===== config.mk =====
export PLATFORM = sky130hd
export DESIGN_NAME = sprite_row_fetcher
export DESIGN_NICKNAME = d
export VERILOG_FILES = /design/src/rtl/sprite_pkg.sv /design/src/rtl/sprite_row_fetcher.sv
export SDC_FILE = /design/constraint.sdc
export NUM_CORES = 1
export LEC_CHECK = 0
export BUFFER_PORTS_ARGS = -buffer_cell sky130_fd_sc_hd__buf_2
export CAP_MARGIN = 10
export CORE_AREA = 3 3 83 124
export CTS_CLUSTER_SIZE = 12
export DETAILED_ROUTE_END_ITERATION = 16
export DIE_AREA = 0 0 86 127
export PLACE_DENSITY_LB_ADDON = 0.1
export SYNTH_ARGS = -nofsm -noshare
export SYNTH_HDL_FRONTEND = slang
export SYNTH_SLANG_ARGS = --single-unit

===== constraint.sdc =====
create_clock -name clk -period 2.41 [get_ports clk]
set_input_delay 0.482 -clock clk [delete_from_list [all_inputs] [get_ports clk]]
set_output_delay 0.482 -clock clk [all_outputs]
set_load 0.02 [all_outputs]

===== src/rtl/sprite_pkg.sv =====
// rtl/sprite_pkg.sv - shared types and timing constants for the sprite row fetcher
package sprite_pkg;

  localparam int H_ACTIVE = 640;
  localparam int V_TOTAL  = 525;
  localparam int SPRITE_H = 16;

  typedef enum logic [1:0] {IDLE, RD0, RD1, CAP} fetch_state_t;

  typedef logic [1:0] pix_idx_t;

endpackage


===== src/rtl/sprite_row_fetcher.sv =====
// rtl/sprite_row_fetcher.sv - fetches next line's sprite bitplanes in hblank, shifts colour indices out in active video
module sprite_row_fetcher #(
  parameter int WORD_SIZE = 16,
  parameter int ADDR_BITS = 5,
  parameter int SPRITE_H  = sprite_pkg::SPRITE_H,
  parameter int H_ACTIVE  = sprite_pkg::H_ACTIVE,
  parameter int V_TOTAL   = sprite_pkg::V_TOTAL
) (
  input  logic                 clk,
  input  logic                 reset,
  input  logic [10:0]          hcount,
  input  logic [9:0]           vcount,
  input  logic                 sprite_en,
  input  logic [10:0]          sprite_x,
  input  logic [9:0]           sprite_y,
  output logic [ADDR_BITS-1:0] mem_addr,
  input  logic [WORD_SIZE-1:0] mem_data,
  output logic [1:0]           pix_idx,
  output logic                 pix_valid,
  output logic                 busy
);
  import sprite_pkg::*;

  localparam int ROW_W = $clog2(SPRITE_H);
  localparam int COL_W = $clog2(WORD_SIZE);

  fetch_state_t         state;
  logic [WORD_SIZE-1:0] plane0_q;
  logic [WORD_SIZE-1:0] plane1_q;
  logic                 row_hit;
  logic                 hit_pending;
  logic [10:0]          x_q;

  logic [9:0]           next_line;
  logic [10:0]          diff;
  logic                 hit;
  logic [ROW_W-1:0]     row;

  // The row is chosen for the line after the current one, since the fetch happens in hblank.
  assign next_line = (vcount == 10'(V_TOTAL - 1)) ? 10'd0 : vcount + 10'd1;
  assign diff      = {1'b0, next_line} - {1'b0, sprite_y};
  assign hit       = sprite_en && !diff[10] && (diff < 11'(SPRITE_H));
  assign row       = diff[ROW_W-1:0];

  always_ff @(posedge clk or posedge reset) begin
    if (reset) begin
      state       <= IDLE;
      mem_addr    <= '0;
      busy        <= 1'b0;
      x_q         <= '0;
      hit_pending <= 1'b0;
      row_hit     <= 1'b0;
      plane0_q    <= '0;
      plane1_q    <= '0;
    end else begin
      case (state)
        IDLE: begin
          if (hcount == 11'(H_ACTIVE)) begin
            x_q         <= sprite_x;
            hit_pending <= hit;
            mem_addr    <= ADDR_BITS'({row, 1'b0});
            busy        <= 1'b1;
            state       <= RD0;
          end
        end
        RD0: begin
          mem_addr <= {mem_addr[ADDR_BITS-1:1], 1'b1};
          state    <= RD1;
        end
        RD1: begin
          plane0_q <= mem_data;
          state    <= CAP;
        end
        CAP: begin
          plane1_q <= mem_data;
          row_hit  <= hit_pending;
          busy     <= 1'b0;
          state    <= IDLE;
        end
        default: state <= IDLE;
      endcase
    end
  end

  logic [11:0]      h_ext;
  logic [11:0]      x_ext;
  logic             in_span;
  logic [COL_W-1:0] col;
  logic [COL_W-1:0] bit_idx;
  pix_idx_t         idx;

  // 12-bit compare keeps a sprite near column 2047 from wrapping onto column 0.
  assign h_ext   = {1'b0, hcount};
  assign x_ext   = {1'b0, x_q};
  assign in_span = row_hit && (hcount < 11'(H_ACTIVE)) &&
                   (h_ext >= x_ext) && (h_ext < x_ext + 12'(WORD_SIZE));
  assign col     = COL_W'(hcount - x_q);
  assign bit_idx = COL_W'(WORD_SIZE - 1) - col;
  assign idx     = in_span ? {plane1_q[bit_idx], plane0_q[bit_idx]} : 2'b00;

  always_ff @(posedge clk or posedge reset) begin
    if (reset) begin
      pix_idx   <= '0;
      pix_valid <= 1'b0;
    end else begin
      pix_idx   <= idx;
      pix_valid <= (idx != 2'b00);
    end
  end

endmodule


Yosys cells after proc, flatten, opt, wreduce, memory -nomap -nowiden:

Cells that the tools add are included.

* output and inout port bits: 9
* input port bits: 61
* word-level logic and storage cells: 54
* register bits: 56

* $add $sub $neg: 5
* eq/ne operators: 6
* reduce and logical (&&, ||, !) cells: 14
* bitwise operators: 1
* muxes and demuxes: 12
* magnitude comparators: 5

Operators with widths (count)
* $add A11 B5 Y12 const B: 1
* $lt A11 B12 Y1: 1
* $eq A11 B10 Y1 const B: 1
* $ge A11 B11 Y1: 1
* $lt A11 B10 Y1 const B: 1
* $lt A11 B5 Y1 const B: 1
* $sub A10 B10 Y11: 1
* $add A10 B1 Y10 const B: 1
* $eq A10 B10 Y1 const B: 1
* $mux W10: 1
* $pmux W5 S2: 1
* $bmux W1 S4: 2
* $pmux W2 S4: 1
* $reduce_and A2 Y1: 3
* $reduce_bool A2 Y1: 3
* $logic_and A1 B1 Y1: 5
* $lt A4 B5 Y1 const B: 1
* $mux W5: 1
* $eq A2 B2 Y1 const B: 2
* $mux W2: 2
* $sub A4 B4 Y4: 1
* $sub A4 B4 Y4 const A: 1
* $mux W1: 3
* $reduce_and A3 Y1: 1
* 6 further kinds: 6

Logic depth before layout (Yosys ltp):

Gate-level depths: netlist of the first run.

* depth after elaboration: 6
* gate-level depth with buffers: 12
* gate-level depth less buffers: 12

Least setup slack after synthesis of the first run:

OpenSTA, ideal clock, no wires.

* path kind: input to register
* start: input port vcount[3]
* end: register hit_pending
* library setup time: 0.110 ns
* data required time: 2.300 ns
* stages: 11
* arrival: 2.744 ns
* path slack: -0.444 ns
* cells stage by stage: and2_1 nand4_1 nor4_1 nor2b_1 ha_1 nor2b_1 o2111ai_1 a31oi_1 o221ai_1 xnor2_1 o41ai_1

* longest elaborated chain between the ends: 6
* elaborated cells between the ends (all ways): 8

RTL lines
* start: declaration: RTL line sprite_row_fetcher.sv:12 `input logic [9:0] vcount,`
* $add A10 B1 Y10 / $eq A10 B10 Y1 (equally long branches): RTL line sprite_row_fetcher.sv:40 `assign next_line = (vcount == 10'(V_TOTAL - 1)) ? 10'd0 : vcount + 10'd1;`
* $mux W10 (*): RTL line sprite_row_fetcher.sv:40
* $sub A10 B10 Y11 (*): RTL line sprite_row_fetcher.sv:41 `assign diff = {1'b0, next_line} - {1'b0, sprite_y};`
* parallel branches: the longest is 2 deep, another holds $lt A11 B5 Y1
* $logic_and A1 B1 Y1 (*): RTL line sprite_row_fetcher.sv:42 `assign hit = sprite_en && !diff[10] && (diff < 11'(SPRITE_H));`
* end signal: assignment: RTL line sprite_row_fetcher.sv:60 `hit_pending <= hit;`
* end: declaration: RTL line sprite_row_fetcher.sv:31 `logic hit_pending;`

Every way passes the cells marked *.
A chain may end at the register's enable or synchronous reset.

Worst setup path after layout of the first run:

* start: input port vcount[0]
* end: register hit_pending

Same word-level chain as after synthesis.

==> results.md, run 1 <==
* Clock sink count at 56
* Die area at 10900 um^2
* Pre-CTS WS at -0.581 ns
* Final setup fails at 1
* Failing checks: negative setup slack
* Tmin final at 2.53 ns
* Clock latency on the worst-skew pair at 0.30 ns
* Final Cycle Share at 1.05
* DRC Markers at 0
* Root Buffer: clkbuf_16
* Yosys reg bits at 56
* Initial Utilization at 0.395
* # IOs at 70
* Main combinational cell family by area after synthesis: multiplexers
* Compound-Gate Fraction of Synth Area at 0.0776
* Routed Wire Length at 8190 um
* # hold bufs at CTS at 0
* Pre-antenna DRT Iters at 4
* Htree depth at 2
* Syn Nets at 431
* Detailed placement HPWL at 6540 um
* Fillers at 905
* Peak supply drop at 0.316 mV
* Final Max Tran Viols at 0
* Ant diodes at 0
* Synth Instances at 329
* Final global-route overflow total at 0
* Via density at 5.17
* Post-route ant nets at 0
* Hold Path Class: primary input to async pin
* Placed Instance Area at 4480 um^2
* Synth warn at 0
* Vias in the first global route at 2980
* Crit start category: primary input
* Yosys cell types at 45
* CP required at 2.61 ns
* CTS Buffer Depth at 2
* Area grow syn2layout at 30.0%
* P_leak at 2.26 nW
* Core area at 9310 um^2
* Share of cells above drive strength 1 at 0.459
* Total GRT Usage at 0.158
* Max_cap viols at 0
* Synthesized-area fraction occupied by xor and xnor cells at 0.0500
* Sequential area share after synthesis at 0.381
* Post-Syn Area at 3680 um^2
* Initial antenna violation count at 0
* Final WS setup at -0.124 ns
* Total CTS buffers at 5
* Fmax at 395 MHz
* CP max FO at 5
* Top cell type by total area after synthesis: dfrtp_1
* Synth top area cells: dfrtp_1, mux2_2, ha_1
* Routability Congestion at 0.839
* Post-synth top area share at 0.381
* Synth Area in Adders at 0.144
* FFs w/ async S/R, synth at 1.00
* Worst flop-to-flop path startpoint: x_q[0]
* Status: finished, violations left
* Row count at 43
* Most common cell in the synthesized netlist: dfrtp_1
* Critical Path Source: vcount[0]
* Clock transition at path regs at 0.07 ns
* Design area at 4780 um^2
* CP Capture Type: flip-flop
* Hold Vio Cnt, Final at 0
* Max-Slew Margin vs Limit at 0.601
* PwrDens at 714 nW/um^2
* Via Count at 2864
* EDFF count, synth at 0
* Largest net degree at the start of global routing at 31
* Routed WL per cell at 14.8 um
* Pin slew with the least headroom to its limit at 0.597 ns
* Post-synthesis simple-gate area fraction at 0.102
* Mux share of post-synthesis cell area at 0.204
* Commonest cells post-synth: dfrtp_1, mux2_2, ha_1, inv_1, nor2_1
* Clock Skews at 0.0114 ns
* Ys flop type: dfrtp_1
* IO buf count at 69
* TritonCTS clock tree: done
* First-pass GRT wire length at 13800 um
* Arrival time at the worst endpoint at 2.73 ns
* Crit Path Category: primary input to flip-flop
* Syn Area/Cell at 11.2 um^2
* Iter 0 DRT Violations at 92
* RSZ-0062 raised after global routing: yes
* Die Ht at 127 um
* Nets at 543
* Die Wd at 86 um
## cells in the final DEF (no fill, tap or decap), types with 4 or more instances in the layout
cell        n
nand2_1    11
a21o_1      4
ha_1       36
xor2_1      6
xnor2_1    14
mux4_2     10
inv_1      29
nor2_1     14
o21ai_0    10
a21oi_1     8
buf_4      41
nand3_1    12
nor3_1      5
dfrtp_1    56
mux2_2     45
clkbuf_16   5
buf_2      67
## layer usage
metal,vias up,share of wire,track usage
li1,1407,-,-
met1,1386,0.39,0.184
met2,59,0.54,0.283
met3,12,0.040,0.0239
met4,0,0.027,0.0699
met5,-,0,0
## worst paths after layout
check | end | slack (ns) | depth (start not counted)
setup / recovery | hit_pending | -0.12 | 13
hold / removal | plane1_q[14] | 0.24 | 2
setup reg to reg | pix_idx[1] | 0.09 | 6
hold reg to reg | mem_addr[1] | 0.49 | 2
max in group asynchronous | x_q[8] | 1.58 | 3
min in group clk | x_q[1] | 0.41 | 2
## cell families (layout without fill, tap and decap cells)
kind of cell / after synthesis / in the layout
compound gates: 44 / 44
flops: 56 / 56
xor+xnor: 21 / 21
buf+inv: 40 / 153
mux: 57 / 57
fa+ha+maj: 41 / 41
simple gates: 70 / 70
## power by group
part	switching (mW)	internal [mW]	total, mW
combinational	0.526	0.765	1.29
clock	0.331	0.388	0.719
sequential	0.156	1.25	1.40
## layout make-up
cell class | instances | area, um^2 | share of cell area
Clock inverter | 2 | 13.8 | 0.00288
Inverter | 32 | 123 | 0.0256
Timing Repair Buffer | 113 | 726 | 0.152
Tap cell | 112 | 140 | 0.0293
Clock buffer | 6 | 129 | 0.0269
Multi-Input combinational cell | 233 | 2250 | 0.471
Sequential cell | 56 | 1400 | 0.293
## timing repair
| action | CTS | global route |
|---|---|---|
| pin swaps | 4 | 11 |
| cloned | 0 | 0 |
| resized for setup | 2 | 25 |
| endpoints found under the setup margin | 1 | 4 |
| setup buffers | 3 | 2 |
## worst max-delay path, stage by stage
cell and delay, ns:
buf_6 0.10, inv_4 0.04, ha_4 0.11, nand4_1 0.11, nor4_4 0.31, buf_4 0.19, nor2_2 0.04, ha_1 0.33
o2111ai_2 0.13, a31oi_2 0.26, o221ai_2 0.13, xnor2_1 0.15, o41ai_2 0.33
## through the flow
stage	util	cells	hold slack, ns	setup TNS (ns)	power [mW]
finish	0.514	554	0.245	-0.124	3.41
floorplan	-	329	0.438	-0.215	2.30
CTS	0.501	552	0.262	-0.219	3.44
global route	0.514	554	0.288	-0.285	3.65
global placement	0.482	541	0.463	-0.998	2.66
detailed placement	0.482	541	0.471	-1.08	2.70
## sequential cells by signal, summed over array words and instances (netlist names)
| signal | flops |
|---|---|
| busy | 1 |
| hit_pending | 1 |
| mem_addr | 5 |
| pix_idx | 2 |
| pix_valid | 1 |
| plane0_q | 16 |
| plane1_q | 16 |
| row_hit | 1 |
| state | 2 |
| x_q | 11 |
(Power assumes the default switching activity.)
==> inputs of run 2 (changes only) <==
--- a/config.mk
+++ b/config.mk
@@ -7,11 +7,12 @@
 export LEC_CHECK = 0
 export BUFFER_PORTS_ARGS = -buffer_cell sky130_fd_sc_hd__buf_2
 export CAP_MARGIN = 10
-export CORE_AREA = 3 3 83 124
+export CORE_AREA = 4 4 84 125
 export CTS_CLUSTER_SIZE = 12
 export DETAILED_ROUTE_END_ITERATION = 16
-export DIE_AREA = 0 0 86 127
+export DIE_AREA = 0 0 88 129
 export PLACE_DENSITY_LB_ADDON = 0.1
+export SKIP_LAST_GASP = 1
 export SYNTH_ARGS = -nofsm -noshare
 export SYNTH_HDL_FRONTEND = slang
 export SYNTH_SLANG_ARGS = --single-unit
==> run 2 against run 1 <==
The flow still finishes with violations (negative setup slack). Clock skew shrank 0.0046 ns. Critical path depth grew 1. Count of clock-buffer cells in the layout is the same. First-iteration DRC count shrank 12%. Global-route usage shrank 0.49 points. Routed wire length grew 0.35%. Critical endpoint unchanged.
==> results.md, run 2 (synthesized netlist as in run 1, its figures left out) <==
* # IOs at 70
* Routability Congestion at 0.857
* Crit start category: primary input
* Pre-antenna DRT Iters at 4
* RSZ-0062 raised after global routing: yes
* Fmax at 375 MHz
* Total GRT Usage at 0.154
* Commonest non-fill, non-tap cell in the layout: buf_2
* Final global-route overflow total at 0
* Die area at 11400 um^2
* Die Ht at 129 um
* Final cell count without fillers at 550
* Leading registers by flop count: plane0_q (16), plane1_q (16), x_q (11)
* Post-route ant nets at 0
* Arrival time at the worst endpoint at 2.85 ns
* Tmin final at 2.67 ns
* Initial Utilization at 0.395
* Worst path cell trace: buf_2, inv_1, ha_1, nand4_1, nor4_4, buf_4, or2_4, ha_4, fa_2, o21ai_4, xor2_1, nor4_1, nand3_1, o41ai_2
* # hold bufs at CTS at 0
* CP max FO at 6
* Pre-CTS WS at -0.564 ns
* Commonest non-fill, non-tap cells in the layout: buf_2, dfrtp_1, mux2_2
* Status: finished, violations left
* Nets at 539
* Design area at 4720 um^2
* DRC Markers at 0
* Iter 0 DRT Violations at 81
* CP max-delay cell: fa_2
* Clock Skews at 0.00674 ns
* Detailed placement HPWL at 6640 um
* Hold Vio Cnt, Final at 0
* PwrDens at 743 nW/um^2
* Die Wd at 88 um
* Max_cap viols at 0
* WHS at 0.236 ns
* Vias in the first global route at 3009
* Fillers at 883
* Ant diodes at 0
* TritonCTS clock tree: done
* Via density at 5.20
* Clock sink count at 56
* Largest net degree at the start of global routing at 57
* Failing checks: negative setup slack
* Max stage delay on crit path at 0.41 ns
* Final WS setup at -0.256 ns
* Routed WL per cell at 14.9 um
* Final Max Tran Viols at 0
* Via Count at 2861
* Clock transition at path regs at 0.07 ns
* Final setup fails at 1
* Clock latency on the worst-skew pair at 0.29 ns
* Max-Slew Margin vs Limit at 0.699
* Hold Path Class: primary input to async pin
* Core area at 9310 um^2
* Initial antenna violation count at 0
* Multi-input gate area at 2210 um^2
* Root Buffer: clkbuf_16
* Placed Instance Area at 4480 um^2
* Final core occ at 0.507
* P_leak at 2.24 nW
* Routed Wire Length at 8220 um
* Row count at 43
* Total CTS buffers at 5
* Area grow syn2layout at 28.4%
* Final Cycle Share at 1.11
* Peak supply drop at 0.360 mV
* IO buf count at 69
* Placed cell count at 541
* Pin slew with the least headroom to its limit at 0.448 ns
* CP Capture Type: flip-flop
* Crit Path Category: primary input to flip-flop
* CP required at 2.59 ns
* Htree depth at 2
* First-pass GRT wire length at 13700 um
* Reg area at 1400 um^2
* Share of cells above drive strength 1 at 0.432
* CTS Buffer Depth at 2
==> run 2: what timing repair did <==
item / 4_1_cts / 5_1_grt
pin swaps: 0 / 10
setup buffers: 0 / 1
resized for setup: 0 / 13
setup endpoints to repair: 1 / 4
==> run 2: critical path: cells and delay by family <==
family / cells / cell delay, ns
buffers and inverters: 3 / 0.27
XOR/XNOR: 1 / 0.08
AO/OA/AOI/OAI: 2 / 0.45
AND/OR/NAND/NOR: 5 / 0.81
adder cells (fa/ha/maj): 3 / 0.75
==> run 2: power breakdown <==
part / switching [mW] / leakage [nW] / internal [mW]
Sequential: 0.165 / 0.698 / 1.25
Clock: 0.330 / 0.0815 / 0.495
Combinational: 0.514 / 1.46 / 0.759
==> run 2: area by class of cell <==
| class | count | share of cell area |
|---|---|---|
| clock buffer | 6 | 0.0273 |
| clock inverter | 2 | 0.00821 |
| inverter | 32 | 0.0254 |
| multi-input combinational | 233 | 0.468 |
| sequential | 56 | 0.297 |
| tap | 112 | 0.0297 |
| timing repair buffer | 109 | 0.145 |
==> run 2: per-layer routing <==
metal | wire length [um] | global-route usage | vias to the layer above
met5 | 0 | 0 | -
met4 | 107 | 0.0407 | 0
met3 | 333 | 0.0199 | 9
met2 | 4520 | 0.289 | 59
met1 | 3260 | 0.179 | 1394
li1 | - | - | 1399
==> run 2: metrics by stage <==
step           total power [mW]  setup TNS, ns
2_1_floorplan              2.30         -0.215
3_3_place_gp               2.64          -1.00
3_5_place_dp               2.70          -1.09
4_1_cts                    3.55         -0.287
5_1_grt                    3.74         -0.342
6_report                   3.51         -0.256
==> run 2: worst paths after layout <==
kind / from / slack, ns / end / cells past startpoint
setup / recovery: vcount[0] / -0.26 / hit_pending / 14
hold / removal: reset / 0.24 / mem_addr[1] / 3
setup reg to reg: x_q[0] / 0.09 / pix_idx[0] / 6
hold reg to reg: mem_addr[2] / 0.49 / mem_addr[2] / 2
max in group asynchronous: reset / 1.92 / x_q[8] / 3
min in group clk: sprite_x[1] / 0.42 / x_q[1] / 2
